<file path="src/rtl/invsbox_round_ctrl.sv">
//==============================================================================
// Module   : invsbox_round_ctrl
// Purpose  : Iterative inverse-S-box round controller for the 64-bit decrypt
//            path; one shared 32-bit inverse S-box, two cycles per round.
// Options  : INVSBOX_CTRL_PARITY_EN adds the dataParity output.
// Revision : 1.0 - initial release
//==============================================================================
`default_nettype none

module invsbox (
  input  logic [31:0] i_word,
  output logic [31:0] o_word
);

  for (genvar gi = 0; gi < 8; gi++) begin : g_nib
    logic [3:0] w_nib;

    always_comb begin
      w_nib = 4'h0;
      case (i_word[gi*4 +: 4])
        4'h0: w_nib = 4'hA;
        4'h1: w_nib = 4'hB;
        4'h2: w_nib = 4'h3;
        4'h3: w_nib = 4'h6;
        4'h4: w_nib = 4'hD;
        4'h5: w_nib = 4'h4;
        4'h6: w_nib = 4'h7;
        4'h7: w_nib = 4'h8;
        4'h8: w_nib = 4'hF;
        4'h9: w_nib = 4'h1;
        4'hA: w_nib = 4'hC;
        4'hB: w_nib = 4'hE;
        4'hC: w_nib = 4'h0;
        4'hD: w_nib = 4'h2;
        4'hE: w_nib = 4'h9;
        4'hF: w_nib = 4'h5;
        default: w_nib = 4'h0;
      endcase
    end

    assign o_word[gi*4 +: 4] = w_nib;
  end

endmodule

module invsbox_round_ctrl #(
  parameter int ROUNDS = 4,
  parameter int CNT_W  = 5
) (
  input  logic        clk,
  input  logic        rst_n,
  input  logic        in_valid,
  output logic        in_ready,
  input  logic [63:0] dataIn,
  input  logic [63:0] keyIn,
  input  logic        abort,
  output logic        out_valid,
  input  logic        out_ready,
  output logic [63:0] dataOut,
  output logic        busy
`ifdef INVSBOX_CTRL_PARITY_EN
  ,
  output logic        dataParity
`endif
);

  localparam logic [1:0] c_stIdle = 2'd0;
  localparam logic [1:0] c_stHi   = 2'd1;
  localparam logic [1:0] c_stLo   = 2'd2;
  localparam logic [1:0] c_stDone = 2'd3;

  localparam logic [CNT_W-1:0] c_lastRound = CNT_W'(ROUNDS - 1);

  logic [1:0]       r_state;
  logic [63:0]      r_stateReg;
  logic [63:0]      r_keyReg;
  logic [CNT_W-1:0] r_roundCnt;

  logic [31:0] w_sboxIn;
  logic [31:0] w_sboxOut;
  logic        w_lastLo;

  // The single S-box sees the hi half in HI and the lo half otherwise.
  assign w_sboxIn = (r_state == c_stHi) ? (r_stateReg[63:32] ^ r_keyReg[63:32])
                                        : (r_stateReg[31:0]  ^ r_keyReg[31:0]);

  invsbox u_invsbox (
    .i_word (w_sboxIn),
    .o_word (w_sboxOut)
  );

  assign w_lastLo  = (r_state == c_stLo) && (r_roundCnt == c_lastRound);

  assign in_ready  = (r_state == c_stIdle);
  assign out_valid = (r_state == c_stDone);
  assign busy      = (r_state == c_stHi) || (r_state == c_stLo);
  assign dataOut   = r_stateReg;

  always_ff @(posedge clk or negedge rst_n) begin
    if (!rst_n) begin
      r_state    <= c_stIdle;
      r_stateReg <= 64'h0;
      r_keyReg   <= 64'h0;
      r_roundCnt <= '0;
    end else if (abort) begin
      r_state    <= c_stIdle;
      r_roundCnt <= '0;
    end else begin
      case (r_state)
        c_stIdle: begin
          if (in_valid) begin
            r_stateReg <= dataIn;
            r_keyReg   <= keyIn;
            r_roundCnt <= '0;
            r_state    <= c_stHi;
          end
        end
        c_stHi: begin
          r_stateReg[63:32] <= w_sboxOut;
          r_state           <= c_stLo;
        end
        c_stLo: begin
          // Substituted lo moves up, the hi half finished last cycle moves down.
          r_stateReg <= {w_sboxOut, r_stateReg[63:32]};
          if (r_roundCnt == c_lastRound) begin
            r_state <= c_stDone;
          end else begin
            r_roundCnt <= r_roundCnt + 1'b1;
            r_state    <= c_stHi;
          end
        end
        c_stDone: begin
          if (out_ready) begin
            r_state <= c_stIdle;
          end
        end
        default: r_state <= c_stIdle;
      endcase
    end
  end

`ifdef INVSBOX_CTRL_PARITY_EN
  logic r_dataParity;

  always_ff @(posedge clk or negedge rst_n) begin
    if (!rst_n) begin
      r_dataParity <= 1'b0;
    end else if (abort) begin
      r_dataParity <= 1'b0;
    end else if (w_lastLo) begin
      r_dataParity <= ^{w_sboxOut, r_stateReg[63:32]};
    end else if ((r_state == c_stDone) && out_ready) begin
      r_dataParity <= 1'b0;
    end
  end

  assign dataParity = r_dataParity;
`endif

endmodule

`default_nettype wire

</file>
<file path="config.mk">
export PLATFORM = sky130hd
export DESIGN_NAME = invsbox_round_ctrl
export DESIGN_NICKNAME = d
export VERILOG_FILES = /design/src/rtl/invsbox_round_ctrl.sv
export SDC_FILE = /design/constraint.sdc
export NUM_CORES = 1
export LEC_CHECK = 0
export ABC_AREA = 1
export CAP_MARGIN = 20
export CORE_MARGIN = 2
export CORE_UTILIZATION = 30
export CTS_CLUSTER_SIZE = 28
export DETAILED_ROUTE_END_ITERATION = 8
export GPL_ROUTABILITY_DRIVEN = 0
export PLACE_DENSITY_LB_ADDON = 0.25
export RECOVER_POWER = 25
export SLEW_MARGIN = 40
export SYNTH_ARGS = -nofsm -noshare
export SYNTH_HDL_FRONTEND = slang
export SYNTH_SLANG_ARGS = --single-unit
</file>
<file path="constraint.sdc">
create_clock -name clk -period 2.6 [get_ports clk]
set_input_delay 0.39 -clock clk [delete_from_list [all_inputs] [get_ports clk]]
set_output_delay 0.39 -clock clk [all_outputs]
set_load 0.1 [all_outputs]
</file>
* After elaboration in Yosys (flattened, before gate mapping) *
Memory sizes are Yosys's and may differ from the RTL's.
Cells that the tools add are included.

word-level totals
  logic and storage cells = 49
  memories kept = 8
  RAM bits = 0
  input port bits = 133
  flip-flop bits (word level) = 135
  output and inout port bits = 67
  latch bits = 0
  memory bits (read-only) = 512

memory list
  memory           words  bits a word  read ports  clocked after Yosys merged registers in  wr ports  line  source
  (no name shown)  16     4            1           0                                        0         20    case (i_word[gi*4 +: 4])
  (no name shown)  16     4            1           0                                        0         20
  (no name shown)  16     4            1           0                                        0         20
  (no name shown)  16     4            1           0                                        0         20
  (no name shown)  16     4            1           0                                        0         20
  (no name shown)  16     4            1           0                                        0         20
  2 more memories  -      -            -           -                                        -         -

operators by class
  $lt $le $gt $ge = 0
  muxes and demuxes = 13
  shift operators = 0
  bitwise logic cells = 3
  div/mod/pow operators = 0
  add/subtract/negate cells = 1
  reduce and logical (&&, ||, !) cells = 11
  eq/ne operators = 8
  multiply operators = 0

operators with widths
  operator               count
  $pmux W32 S2           2
  $mux W64               1
  $xor A32 B32 Y32       2
  $mux W32               1
  $mux W5                3
  $reduce_and A3 Y1      4
  $pmux W5 S2            1
  $mux W2                4
  $pmux W2 S4            1
  $ne A3 B2 Y1 const B   2
  $add A5 B1 Y5 const B  1
  $eq A5 B2 Y1 const B   1
  $eq A2 B2 Y1 const B   2
  $reduce_bool A2 Y1     2
  $ne A3 B3 Y1 const B   1
  $reduce_bool A3 Y1     1
  $eq A2 B1 Y1 const B   1
  $logic_not A2 Y1       1
  $ne A2 B2 Y1 const B   1
  $reduce_and A2 Y1      1
  $reduce_or A2 Y1       1
  $logic_or A1 B1 Y1     1
  $not A1 Y1             1

* Longest topological paths before layout *
  word-level depth = 4
  depth in mapped cells = 14

* Modules after synthesis *
From an unflattened synthesis, not the netlist that was laid out.

second synthesis, totals
  cells, all modules = 1070
  area total of the unflattened synthesis = 8849.7 um2

modules (own cells, without submodules)
  module              cells an instance  instances  area an instance (um2)  seq. area each (um2)
  invsbox_round_ctrl  758                1          6999.2                  3378.2
  invsbox             312                1          1850.5                  0.0

* Least setup slack after synthesis *
No wires, ideal clock.

  path type = register to register
  start point = reg r_state[0]
  end point = reg r_roundCnt[2]
  arrival = 2.299 ns
  setup slack = 0.182 ns
  cell stages (with the launch flop) = 12
  library setup time = 0.119 ns
  buffers on the path = 0
  cell sequence = dfrtp_1 > inv_1 > ha_1 > inv_1 > nor2_2 > inv_1 > o21ai_2 > nor2_1 > nor2_2 > inv_1 > a21oi_1 > nor2_1

between the ends
  longest elaborated chain between the ends = 3
  elaborated cells on any way between the ends = 8

ends and longest elaborated chain
  item                                                           line  source
  start: declaration                                             74    logic [1:0] r_state;
  start signal: assignment                                       101   r_state <= c_stIdle;
  start signal: assignment                                       106   r_state <= c_stIdle;
  start signal: assignment                                       115   r_state <= c_stHi;
  $logic_not A2 Y1 (*)                                           -
  net in_ready                                                   53    output logic in_ready,
  $ne A3 B2 Y1 (no source line) (tied with other cells)          -
  $reduce_and A3 Y1 (no source line) or $mux W5 (tied branches)  -
  end signal: assignment                                         128   r_roundCnt <= r_roundCnt + 1'b1;
  end: declaration                                               77    logic [CNT_W-1:0] r_roundCnt;

The timed path passes the listed nets; every way through them passes the cells marked *.
A chain may end at the register's enable or synchronous reset.

* Final worst setup path *
  start point = reg r_state[1]
  end point = reg r_stateReg[56] (netlist: dataOut[56])

between the ends
  longest elaborated chain between the ends = 4
  elaborated cells on any way between the ends = 10

ends and longest elaborated chain
  item                                                  line     source
  $eq A2 B1 Y1 or $eq A2 B2 Y1 (tied branches)          84, 109
  $mux W32 or $reduce_or A2 Y1 (tied branches)          -
  $mem_v2 Z16 W4 or $reduce_bool A2 Y1 (tied branches)  -
  $pmux W32 S2 or $reduce_and A3 Y1 (tied branches)     -
  end signal: assignment                                112      r_stateReg <= dataIn;
  end signal: assignment                                119      r_stateReg[63:32] <= w_sboxOut;
  end signal: assignment                                124      r_stateReg <= {w_sboxOut, r_stateReg[63:32]};
  end: declaration                                      75       logic [63:0] r_stateReg;

Parallel ways exist; a longest one is shown, timed or not.

==> flow_summary.ini <==
[timing]
worst_slew_pin_slew_ns = 1.90
holdWs_ns = 0.478
clock_skew_ns = 0.00884
setup_viol = 0
fmax_mhz = 413
finalCritPeriodShare_pct = 93.1
maxSlewHeadroom_pct = -26.6
setup-tns-final_ns = 0
final_max_slew_viol_count = 69
hold_viol = 0
min_period_ns = 2.42
rsz0062_at_grt = false

[critical_path]
crit_arrival_ns = 2.73
reg2reg_from = r_state[1]
worst_setup_path_end_kind = flop
required_ns = 2.90
path_max_fanout = 26
critPathKind = flop to flop
start_kind = flop
ff2ff_path_depth = 13
regToRegSetupSlack_ns = 0.18
reg2reg_to = dataOut[56]

[route]
drc = 0
wire_per_inst_um = 14.9
postRouteAntennaNets = 0
first_pass_iters = 5
vias_per_cell = 4.78
drt_iter0_drc = 597
routed_wirelength_um = 29100
num_vias = 9299

[cts]
cts_tree = built
cts_setup_buffers = 0
htreeDepth = 4
path_clk_slew_ns = 0.06
clock-sinks = 135
clock_latency_ns = 0.42
cts_root_buf = clkbuf_16
clk_path_buf_depth = 2
cts_buffers = 17

[finish]
mostFrequentLayoutCell = nand2_1
multiInputGateArea_um2 = 4950
mostFrequentLayoutCells = nand2_1, nand3_1, inv_1
areaGrowthSynthToFinish_pct = 33.2
drive_gt1_share_pct = 10.9
utilization_pct = 40.8
fin_nets = 1729
fillers = 3043
fin_area_um2 = 12200
seqCellArea_um2 = 3380

[synthesis]
synth_cell_types = 26
synth_top_area_share_pct = 36.9
synth_xor_area_share_pct = 0.191
synth_top_family_by_area = simple AND/OR/NAND/NOR gates
synth.area.top_cells = dfrtp_1, nand2_1, nand3_1
synth-compound-area-share_pct = 11.1
synthSimpleGateAreaFrac_pct = 34.0
netlist_instances = 1347
ys_ff_latch = 135
synth_nets = 1534
synth.mux.area_fraction_pct = 0.984
synth_top_area_cell = dfrtp_1
syn_area_um2 = 9160
ys_seq_area_share_pct = 36.9
yosys_warnings = 0
synth_fa_ha_area_share_pct = 7.38
avgSynthCellArea_um2 = 6.80

[floorplanning]
start_util_pct = 30.6
row_count = 63
design.die.area_um2 = 31900
io_pins = 200
coreArea_um2 = 29900
die_w_um = 179
dieHeight_um = 179

[global_route]
grtUsageTotal_pct = 18.2
grt_max_degree = 70
antenna_found_initial = 1
grt_pass1_wl_um = 45600
overflow = 0
grt_pass1_vias = 9040

[placed_design]
port_buffers = 199
hpwl_um = 20800
place_area_um2 = 11600

[flow_run]
cap_violations = 1

[status]
violations = capacitance limit, slew limit
status = complete, but fails checks

[min_path]
min_path_type = input pin to async pin
[registers in the layout (all words and copies together) (netlist names)]
signal and cells:
dataOut 64, r_keyReg 64, r_roundCnt 5, r_state 2
[cell families after synthesis]
| family | count (synthesis) |
|---|---|
| mux | 8 |
| fa+ha+maj | 54 |
| compound gates | 182 |
| buf+inv | 213 |
| xor+xnor | 2 |
| simple gates | 753 |
| flops | 135 |
[layout make-up]
type / instances / area share (%)
multi-input combinational: 999 / 40.6
sequential: 135 / 27.7
timing repair buffer: 228 / 17.7
inverter: 161 / 4.98
tap: 390 / 4.00
clock buffer: 21 / 3.78
clock inverter: 11 / 1.22
antenna: 1 / 0.0205
[synthesized netlist by cell type (all sizes together)]
cell and n:
dfrtp 135, o211ai 39, clkbuf 20, a211oi 1, a21oi 98, nand2 452, ha 54, nor3 4
or2 23, nand3 161, mux2 8, xor2 2, buf 32, nor3b 1, o22ai 1, nor2 112
inv 161, o21ai 43
[per-layer routing]
metal	GRT usage, %	share of wire (%)
met4	4.74	0.86
met5	0	0
met3	3.12	4.8
met2	30.2	48
met1	24.5	46
[worst max-delay path by stage]
stage	from	endpoint	slack (ns)	cells after the start
after global placement	r_state[1]	dataOut[37]	0.21	12
after CTS	r_state[1]	dataOut[45]	0.09	12
final	r_state[1]	dataOut[56]	0.18	13
after detailed placement	r_state[1]	dataOut[45]	0.12	12
after floorplan	r_state[0]	r_roundCnt[2]	0.18	11
after global routing	r_state[1]	dataOut[33]	0.004	11
[critical path: stages, from the launching register on]
cell     delay (ns)
dfrtp_1        0.40
inv_1          0.14
ha_4           0.22
inv_4          0.12
buf_12         0.18
nand3_1        0.10
nand2_1        0.20
inv_1          0.11
ha_1           0.23
or2_2          0.29
nand2_1        0.07
nand3_1        0.07
nand3_1        0.08
a21oi_1        0.06
[per-stage QoR]
| stage | cells | setup WS, ns |
|---|---|---|
| floorplan | 1347 | 0.182 |
| global placement | 1912 | 0.210 |
| detailed placement | 1912 | 0.120 |
| CTS | 1944 | 0.0880 |
| global route | 1946 | 0.00410 |
| finish | 1946 | 0.179 |
[what timing repair did]
item | in CTS | in global routing
setup endpoints to repair | 0 | 10
gates resized for setup | 0 | 4
hold buffers | 0 | 0
Power is not shown: default switching activity piles up to over one toggle a cycle in this logic, so the estimate is an artifact.
